[src/rtl/sha256_stream_bridge.sv]
// sha256_stream_bridge: byte-stream front end for a SHA-256 core.
// Input bytes are buffered in a FIFO and fed to the core. The digest is
// captured, then streamed out in OUT_BYTES-wide beats under valid/ready.
// Optional feature macro: SHA256_BRIDGE_OVF_EN enables the sticky ovf flag.
// Also contains sha256_processor, a byte-fed SHA-256 core that does its own padding.

module sha256_processor (
  input  logic         clk,
  input  logic         rst,
  input  logic         start,
  input  logic         data_valid,
  input  logic         data_last,
  input  logic [7:0]   data_in,
  output logic         in_ready,
  output logic         done,
  output logic [255:0] hash_out
);
  typedef enum logic [2:0] {C_IDLE, C_LOAD, C_PAD, C_COMP, C_DONE} core_state_t;

  localparam logic [31:0] K [64] = '{
    32'h428a2f98, 32'h71374491, 32'hb5c0fbcf, 32'he9b5dba5, 32'h3956c25b, 32'h59f111f1, 32'h923f82a4, 32'hab1c5ed5,
    32'hd807aa98, 32'h12835b01, 32'h243185be, 32'h550c7dc3, 32'h72be5d74, 32'h80deb1fe, 32'h9bdc06a7, 32'hc19bf174,
    32'he49b69c1, 32'hefbe4786, 32'h0fc19dc6, 32'h240ca1cc, 32'h2de92c6f, 32'h4a7484aa, 32'h5cb0a9dc, 32'h76f988da,
    32'h983e5152, 32'ha831c66d, 32'hb00327c8, 32'hbf597fc7, 32'hc6e00bf3, 32'hd5a79147, 32'h06ca6351, 32'h14292967,
    32'h27b70a85, 32'h2e1b2138, 32'h4d2c6dfc, 32'h53380d13, 32'h650a7354, 32'h766a0abb, 32'h81c2c92e, 32'h92722c85,
    32'ha2bfe8a1, 32'ha81a664b, 32'hc24b8b70, 32'hc76c51a3, 32'hd192e819, 32'hd6990624, 32'hf40e3585, 32'h106aa070,
    32'h19a4c116, 32'h1e376c08, 32'h2748774c, 32'h34b0bcb5, 32'h391c0cb3, 32'h4ed8aa4a, 32'h5b9cca4f, 32'h682e6ff3,
    32'h748f82ee, 32'h78a5636f, 32'h84c87814, 32'h8cc70208, 32'h90befffa, 32'ha4506ceb, 32'hbef9a3f7, 32'hc67178f2};
  localparam logic [31:0] H0 [8] = '{
    32'h6a09e667, 32'hbb67ae85, 32'h3c6ef372, 32'ha54ff53a, 32'h510e527f, 32'h9b05688c, 32'h1f83d9ab, 32'h5be0cd19};

  core_state_t  state, state_next;
  logic [511:0] blk;
  logic [6:0]   cnt;
  logic [60:0]  byte_len;
  logic         msg_end, seen80, len_done;
  logic [5:0]   round;
  logic [31:0]  hh [8];
  logic [31:0]  a, b, c, d, e, f, g, h;
  logic [31:0]  t1, t2, new_w;

  function automatic logic [31:0] rotr(input logic [31:0] x, input int n);
    return (x >> n) | (x << (32 - n));
  endfunction

  assign hash_out = {hh[0], hh[1], hh[2], hh[3], hh[4], hh[5], hh[6], hh[7]};

  // Sequencer state register.
  always_ff @(posedge clk) begin
    if (rst) state <= C_IDLE;
    else     state <= state_next;
  end

  // Next state: load bytes, pad once the message ends, compress each full block.
  always_comb begin
    state_next = state;
    case (state)
      C_IDLE: if (start && data_valid) state_next = data_last ? C_PAD : C_LOAD;
      C_LOAD: if (data_valid) begin
        if (cnt == 7'd63)   state_next = C_COMP;
        else if (data_last) state_next = C_PAD;
      end
      C_PAD: if ((!seen80 && cnt == 7'd63) || (seen80 && (cnt == 7'd56 || cnt == 7'd63)))
        state_next = C_COMP;
      C_COMP: if (round == 6'd63) begin
        if (!msg_end)      state_next = C_LOAD;
        else if (len_done) state_next = C_DONE;
        else               state_next = C_PAD;
      end
      C_DONE: state_next = C_IDLE;
      default: state_next = C_IDLE;
    endcase
  end

  // Handshake outputs; in_ready looks ahead so a byte in flight that ends a block or message stops the next pop.
  always_comb begin
    in_ready = 1'b0;
    done     = 1'b0;
    case (state)
      C_IDLE: in_ready = !(data_valid && data_last);
      C_LOAD: in_ready = !(data_valid && (data_last || cnt == 7'd63));
      C_DONE: done = 1'b1;
      default: ;
    endcase
  end

  // One compression round plus the rolling message-schedule word.
  always_comb begin
    t1 = h + (rotr(e, 6) ^ rotr(e, 11) ^ rotr(e, 25)) + ((e & f) ^ (~e & g)) + K[round] + blk[511:480];
    t2 = (rotr(a, 2) ^ rotr(a, 13) ^ rotr(a, 22)) + ((a & b) ^ (a & c) ^ (b & c));
    new_w = (rotr(blk[63:32], 17) ^ rotr(blk[63:32], 19) ^ (blk[63:32] >> 10)) + blk[223:192]
          + (rotr(blk[479:448], 7) ^ rotr(blk[479:448], 18) ^ (blk[479:448] >> 3)) + blk[511:480];
  end

  // Datapath: block shift register, byte counters, padding flags and the hash state.
  always_ff @(posedge clk) begin
    if (rst) begin
      blk <= '0; cnt <= '0; byte_len <= '0; round <= '0;
      msg_end <= 1'b0; seen80 <= 1'b0; len_done <= 1'b0;
      for (int i = 0; i < 8; i++) hh[i] <= '0;
      {a, b, c, d, e, f, g, h} <= '0;
    end else begin
      if (state != C_COMP) {a, b, c, d, e, f, g, h} <= {hh[0], hh[1], hh[2], hh[3], hh[4], hh[5], hh[6], hh[7]};
      case (state)
        C_IDLE: if (start && data_valid) begin
          for (int i = 0; i < 8; i++) hh[i] <= H0[i];
          blk <= {blk[503:0], data_in}; cnt <= 7'd1; byte_len <= 61'd1;
          msg_end <= data_last; seen80 <= 1'b0; len_done <= 1'b0;
        end
        C_LOAD: if (data_valid) begin
          blk <= {blk[503:0], data_in}; cnt <= cnt + 7'd1;
          byte_len <= byte_len + 61'd1; msg_end <= data_last;
        end
        C_PAD: begin
          if (!seen80) begin
            blk <= {blk[503:0], 8'h80}; cnt <= cnt + 7'd1; seen80 <= 1'b1;
          end else if (cnt == 7'd56) begin
            blk <= {blk[447:0], byte_len, 3'b000}; cnt <= 7'd64; len_done <= 1'b1;
          end else begin
            blk <= {blk[503:0], 8'h00}; cnt <= cnt + 7'd1;
          end
        end
        C_COMP: begin
          {a, b, c, d, e, f, g, h} <= {t1 + t2, a, b, c, d + t1, e, f, g};
          blk <= {blk[479:0], new_w};
          round <= round + 6'd1;
          if (round == 6'd63) begin
            hh[0] <= hh[0] + t1 + t2; hh[1] <= hh[1] + a; hh[2] <= hh[2] + b; hh[3] <= hh[3] + c;
            hh[4] <= hh[4] + d + t1;  hh[5] <= hh[5] + e; hh[6] <= hh[6] + f; hh[7] <= hh[7] + g;
            cnt <= '0;
          end
        end
        default: ;
      endcase
    end
  end
endmodule

module sha256_stream_bridge #(
  parameter int FIFO_DEPTH = 4,
  parameter int OUT_BYTES  = 1
) (
  input  logic                   clk,
  input  logic                   rst,
  input  logic [7:0]             din,
  input  logic                   valid,
  input  logic                   last,
  output logic                   ready,
  output logic [8*OUT_BYTES-1:0] dout,
  output logic                   dvalid,
  input  logic                   dready,
  output logic                   busy,
  output logic                   ovf
);
  localparam int AW = $clog2(FIFO_DEPTH);
  localparam int OW = 8 * OUT_BYTES;
  localparam logic [5:0] LAST_BEAT = 6'(32 / OUT_BYTES - 1);

  typedef enum logic [1:0] {S_IDLE, S_FEED, S_WAIT, S_DUMP} bridge_state_t;

  bridge_state_t state, state_next;
  logic [8:0]   mem [FIFO_DEPTH];
  logic [AW:0]  wptr, rptr;
  logic [8:0]   head;
  logic         full, empty, push, pop, closed;
  logic         core_start, core_valid, core_last, core_in_ready, core_done;
  logic [7:0]   core_data;
  logic [255:0] core_hash, digest, shifted;
  logic [5:0]   beat;
  logic         final_beat;

  assign full       = (wptr[AW] != rptr[AW]) && (wptr[AW-1:0] == rptr[AW-1:0]);
  assign empty      = (wptr == rptr);
  assign ready      = !full && !closed;
  assign push       = valid && ready;
  assign head       = mem[rptr[AW-1:0]];
  assign final_beat = dvalid && dready && (beat == LAST_BEAT);

  sha256_processor core (
    .clk(clk), .rst(rst), .start(core_start), .data_valid(core_valid), .data_last(core_last),
    .data_in(core_data), .in_ready(core_in_ready), .done(core_done), .hash_out(core_hash)
  );

  // Bridge state register.
  always_ff @(posedge clk) begin
    if (rst) state <= S_IDLE;
    else     state <= state_next;
  end

  // Next state: feed the message, wait for the core, then dump the digest.
  always_comb begin
    state_next = state;
    case (state)
      S_IDLE: if (pop) state_next = head[8] ? S_WAIT : S_FEED;
      S_FEED: if (pop && head[8]) state_next = S_WAIT;
      S_WAIT: if (core_done) state_next = S_DUMP;
      S_DUMP: if (final_beat) state_next = S_IDLE;
      default: state_next = S_IDLE;
    endcase
  end

  // FSM outputs: pop one FIFO entry per cycle while feeding, and flag digest beats in DUMP.
  always_comb begin
    pop    = (state == S_IDLE || state == S_FEED) && !empty && core_in_ready;
    dvalid = (state == S_DUMP);
  end

  // Select the current beat from the digest register, most significant beat first.
  always_comb begin
    shifted = digest << (32'(beat) * OW);
    dout    = shifted[255 -: OW];
  end

  // FIFO storage needs no reset: only entries between the pointers are ever read.
  always_ff @(posedge clk) begin
    if (push) mem[wptr[AW-1:0]] <= {last, din};
  end

  // Pointers, message flags, registered core inputs, digest capture and beat counter.
  always_ff @(posedge clk) begin
    if (rst) begin
      wptr <= '0; rptr <= '0; closed <= 1'b0; busy <= 1'b0;
      core_start <= 1'b0; core_valid <= 1'b0; core_last <= 1'b0; core_data <= '0;
      digest <= '0; beat <= '0;
    end else begin
      if (push) begin
        wptr <= wptr + 1'b1;
        busy <= 1'b1;
        if (last) closed <= 1'b1;
      end
      if (pop) rptr <= rptr + 1'b1;
      core_start <= pop && (state == S_IDLE);
      core_valid <= pop;
      core_last  <= pop && head[8];
      core_data  <= head[7:0];
      if (state == S_WAIT && core_done) begin
        digest <= core_hash;
        beat   <= '0;
      end
      if (dvalid && dready) beat <= final_beat ? 6'd0 : beat + 6'd1;
      if (final_beat) begin
        closed <= 1'b0;
        busy   <= 1'b0;
      end
    end
  end

`ifdef SHA256_BRIDGE_OVF_EN
  logic ovf_q;
  assign ovf = ovf_q;

  // Sticky flag for any byte offered while the bridge was not accepting.
  always_ff @(posedge clk) begin
    if (rst)                 ovf_q <= 1'b0;
    else if (valid && !ready) ovf_q <= 1'b1;
  end
`else
  assign ovf = 1'b0;
`endif
endmodule
[config.mk]
export PLATFORM = sky130hd
export DESIGN_NAME = sha256_stream_bridge
export DESIGN_NICKNAME = d
export VERILOG_FILES = /design/src/rtl/sha256_stream_bridge.sv
export SDC_FILE = /design/constraint.sdc
export NUM_CORES = 2
export LEC_CHECK = 0
export ABC_AREA = 1
export ABC_CLOCK_PERIOD_IN_PS = 9200
export CAP_MARGIN = 40
export CORE_MARGIN = 2
export CORE_UTILIZATION = 35
export CTS_BUF_LIST = sky130_fd_sc_hd__clkbuf_16
export DETAILED_ROUTE_END_ITERATION = 8
export PLACE_DENSITY = 0.5
export SYNTH_ARGS = -nofsm -noshare
export SYNTH_HDL_FRONTEND = slang
export SYNTH_SLANG_ARGS = --single-unit
[constraint.sdc]
create_clock -name clk -period 9.2 [get_ports clk]
set_input_delay 0.92 -clock clk [delete_from_list [all_inputs] [get_ports clk]]
set_output_delay 0.92 -clock clk [all_outputs]
set_load 0.1 [all_outputs]
Word-level counts from Yosys, hierarchy flattened
Memories as Yosys holds them, arrays and structs flattened. A register that Yosys moved wholly into a read port is not among the register bits.
Index checks and enable logic that the tools add are counted.

storage, ports and cells
  register bits after elaboration = 1131
  input bits = 13
  word-level logic and storage cells = 260
  output and inout port bits = 12
  latch bits = 0
  memory bits (writable) = 292
  memories = 3
  memory bits (read-only) = 2048

cells by class
  magnitude comparators = 1
  eq/ne operators = 26
  shift operators = 1
  bitwise logic cells = 44
  reduce and logical (&&, ||, !) cells = 41
  $mul = 0
  divide/modulo/power cells = 0
  multiplexer cells = 91
  add/sub/neg operators = 26

memory list
  memory            depth  width  rd ports  clocked after Yosys merged registers in  wr ports  RTL line  text
  (name not given)  64     32     1         0                                        0         89        t1 = h + (rotr(e, 6) ^ rotr(e, 11) ^ rotr(e, 25)) + ((e & f) ^ (~e & g)) + K[round] + blk[511:480];
  core.hh           8      32     8         0                                        8         38        logic [31:0] hh [8];
  mem               4      9      1         1                                        1         162       logic [8:0] mem [FIFO_DEPTH];

operators by type and width
  operator                                        count
  two-way mux 512 bit                             4
  case mux 512 bit (4 select lines)               1
  two-way mux 32 bit                              34
  adder 32 bit                                    20
  bitwise XOR 32 bit                              9
  left shift 256 x 9 -> 256 bit                   1
  AND 32 bit                                      5
  two-way mux 61 bit                              2
  case mux 61 bit (2 select lines)                1
  adder 61 x 1 -> 61 bit (second input constant)  1
  two-way mux 7 bit                               5
  inverter 32 bit                                 1
  OR 10 x 32 -> 32 bit                            1
  OR 13 x 32 -> 32 bit                            1
  OR 14 x 32 -> 32 bit                            1
  OR 15 x 32 -> 32 bit                            1
  OR 19 x 32 -> 32 bit                            1
  OR 21 x 32 -> 32 bit                            1
  OR 25 x 32 -> 32 bit                            1
  OR 26 x 32 -> 32 bit                            1
  OR 30 x 32 -> 32 bit                            1
  OR 7 x 32 -> 32 bit                             1
  bitwise XOR 32 x 22 -> 32 bit                   1
  bitwise XOR 32 x 29 -> 32 bit                   1
  40 further kinds                                134

Depth between registers and ports, before layout
  depth after elaboration = 10
  depth in mapped cells = 47
  depth with buffers taken out = 46

Cells and area by module
A second synthesis with hierarchy kept.

second synthesis, totals
  cells, all modules = 12574
  area, all modules = 93583.5 um^2

by module, submodules not included
  module                cells each  area an instance (um^2)  seq. area each (um^2)  instances
  sha256_processor      10614       79651.4                  24343.3                1
  sha256_stream_bridge  1960        13932.1                  6786.5                 1

Least setup slack after synthesis
No wires, ideal clock.

  path type = register to register
  start point = register core.round[2]
  end point = memory core.hh[4][23], in the netlist core.hh[0][151] (data pin)
  library setup time = 0.147 ns
  path buffers = 3
  required time = 9.053 ns
  arrival time = 7.397 ns
  stages on the path, launching flop included = 37
  path slack = 1.656 ns
  period minus slack after synthesis = 7.544 ns
  cells stage by stage = dfxtp_1 clkbuf_1 inv_1 clkbuf_1 clkbuf_1 ha_1 a211oi_1 nor3_1 o32ai_1 inv_1 fa_1 inv_1 fa_1 inv_1 fa_1 inv_1 ha_1 a21oi_1 o211ai_1 nand2_1 nand2_1 a21boi_0 o21ai_0 xor2_1 inv_1 fa_1 inv_1 ha_1 nand2_1 nor2_1 nand4_1 o21ai_0 inv_1 o21ai_0 a21boi_0 or2_2 a21oi_1

RTL lines
  element                   RTL line  text
  start: declaration        37        logic [5:0] round;
  start signal: assignment  126       round <= round + 6'd1;
  end: declaration          38

==> key figures <==
GRT
  • GR Overflow Total: 0
  • Largest net degree at the start of global routing: 266
  • Initial antenna violation count: 11
  • First-pass GRT wire length: 618 mm
  • Number of global-route vias before repair: 88,074
  • GR Util All Layers: 0.305

Detailed routing
  • Antenna Violating Nets Remaining: 0
  • DR vias: 92,804
  • Number of remaining DRC errors: 0
  • Routed vias/inst: 5.75
  • Routed wire per std cell: 26.5 um
  • Drt pass-1 iters: 8
  • DRT Wirelength: 428 mm
  • Initial drt markers: 10,508

CTS
  • CTS tree: done
  • # clock sinks: 1,425
  • H-tree depth reported by CTS: 4
  • Longest Clk Path Bufs: 4
  • Root buffer cell: clkbuf_16
  • Reg clk slew, reported paths: 0.06 ns
  • Clock Latency Late Sink: 0.91 ns
  • CTS Buf Count: 183

Place
  • DP HPWL: 323 mm
  • PortBufs: 23
  • Cell count after placement: 15,823
  • Final GP Congestion: 0.969
  • Area after DPL: 97,900 um2

Critical path
  • WP data required: 9.87 ns
  • CP Launch Type: flip-flop
  • CP max stage delay: 0.56 ns
  • Data arrival, critical path: 9.26 ns
  • CP max FO: 18
  • Kind of critical path: reg2reg
  • Worst Setup End Kind: flip-flop
  • Critical-path top delay cell: fa_1

Min path
  • Worst hold-check path type: reg2reg

Logic synthesis
  • Synth Area in XOR/XNOR: 0.0378
  • Compound-gate portion of the synthesized area: 0.260
  • Syn Nets: 13,433
  • Most frequent cells after synthesis: 1,985 x nand2_1, 1,697 x a21oi_1, 1,618 x o21ai_0, 1,406 x inv_1, 1,165 x dfxtp_1
  • Synth Flop Type: dfxtp_1
  • Post-synthesis adder-cell area fraction: 0.110
  • Post-Synth Simple-Gate Area: 0.166
  • Synth Cell Area: 93,300 um2
  • Avg Cell Area, Syn: 7.31 um2
  • Post-synth EDFFs: 260
  • Share of Yosys cell area claimed by the top area cell type: 0.250
  • Post-synth ARST share: 0
  • Mux contribution to synthesized area: 0.00247
  • Synth Instances: 12,759
  • Synth warn: 0
  • Synth area leaders: dfxtp_1 25%, a21oi_1 9.1%, o21ai_0 8.7%
  • Largest family of logic cells by synthesized area: compound AO/OA/AOI/OAI gates
  • #FFs+latches synth: 1,425
  • Part of the Yosys area used for sequential elements: 0.334
  • Cell taking the most area after synthesis: dfxtp_1
  • Most frequent cell after synthesis: nand2_1
  • Cell variety after synth: 63

STA
  • Tcrit/Tclk final: 0.934
  • Fmax: 0.116 GHz
  • Fin. max-slew vios: 0
  • RSZ-0062 raised after global routing: false
  • # setup viols final: 0
  • Slew @ Worst Pin: 1.41 ns
  • Setup_tns: 0 ns
  • Clock skew: 0.0866 ns
  • Hold Violations, Final: 0
  • Post-route minimum period: 8.59 ns
  • Max-slew headroom: 0.0605

Finish
  • FILL cells: 27,791
  • Post-Layout Cell Count: 16,152
  • Footprint of the multi-input gates: 53,900 um2
  • FF+latch area: 31,100 um2
  • Area Overhead vs Synth: 11.0%
  • Fin area: 104,000 um2
  • Final core utilization: 0.391
  • Fin nets: 13,151
  • Share of post-route cells with drive strength above 1: 0.0516

Floorplan
  • Num ports: 25
  • Die height: 520 um
  • Core Region: 265,000 um2
  • Floorplan row count: 189
  • Initial Util: 0.352
  • Die W: 520 um
  • Die ar.: 271,000 um2

Run status
  • Status: completed

Job
  • Max Cap Violations: 0
-- through the flow --
stage	worst slack, ns	hold slack (ns)
3_5_place_dp	0.454	0.436
6_report	0.608	0.414
2_1_floorplan	1.66	0.420
5_1_grt	0.0415	0.455
4_1_cts	0.387	0.422
3_3_place_gp	0.403	0.430
-- worst max-delay path: cells and delay by family, from the launching register on --
family / cells / cell delay, ns
fa+ha+maj: 6 / 2.72
flops: 1 / 0.38
simple gates: 13 / 2.11
compound gates: 9 / 1.44
xor+xnor: 1 / 0.48
buf+inv: 8 / 1.28
-- path summary, 6_finish.rpt --
kind | slack [ns] | endpoint | from | depth (start not counted)
worst min register to register | 0.41 | core.blk[151]$_SDFFE_PP0P_ | core.blk[143]$_SDFFE_PP0P_ | 2
worst max-delay path | 0.61 | core.hh[0][25]$_SDFFE_PP1P_ | core.round[2]$_SDFFE_PP0P_ | 37
worst min-delay path | 0.41 | core.blk[151]$_SDFFE_PP0P_ | core.blk[143]$_SDFFE_PP0P_ | 2
worst max register to register | 0.61 | core.hh[0][25]$_SDFFE_PP1P_ | core.round[2]$_SDFFE_PP0P_ | 37
-- cell families after synthesis --
group,after synthesis
flops,1425
compound gates,4251
simple gates,3765
other cells,1
xor+xnor,403
mux,23
buf+inv,2199
fa+ha+maj,692
-- placed cells by master, fill, tap and decap left out, types with 38 or more instances in the layout --
master	instances
a21o_1	61
a21oi_1	1696
a221oi_1	540
a31oi_1	69
buf_4	237
clkbuf_16	194
clkinv_1	41
dfxtp_1	1162
edfxtp_1	260
fa_1	227
ha_1	433
inv_1	1438
nand2_1	1982
nand3_1	386
nand4_1	123
nor2_1	1012
nor3_1	105
nor4_1	38
o21ai_0	1618
o21bai_1	53
or2_2	60
xnor2_1	163
xor2_1	240
-- what timing repair did --
item	CTS	global route
endpoints found under the setup margin	0	7
hold buffers	0	0
setup buffers	0	1
gates resized for setup	0	4
-- routing by layer --
layer  vias up  wire length, um  global-route usage
met5         -                0                   0
met1     45127           191000               0.426
met3       745            26700              0.0335
met2      3665           188000               0.472
met4         0            22500               0.140
li1      43267                -                   -
-- sequential cells by signal, indices dropped and copies added, names as in the netlist, 2 cells and up, named ones only --
name	count
wptr	3
state	2
rptr	3
core_data	8
core.state	3
core.h	32
core.cnt	7
core.d	32
core.byte_len	61
core.blk	512
core.c	32
core.hh	256
core.b	32
core.round	6
core.g	32
digest	256
core.e	32
core.f	32
core.a	32
beat	6
mem	36
-- final cells by class --
class	count	area share
Clock buffer	194	0.0469
Timing Repair Buffer	314	0.0296
Antenna cell	5	0.000121
Multi-Input combinational cell	9135	0.521
Sequential cell	1425	0.301
Tap cell	3533	0.0427
Clock inverter	128	0.00786
Inverter	1418	0.0516
Power is left out: the tool's default activity adds up to more than one toggle a clock period on the data nets, which glitch-free logic cannot reach.
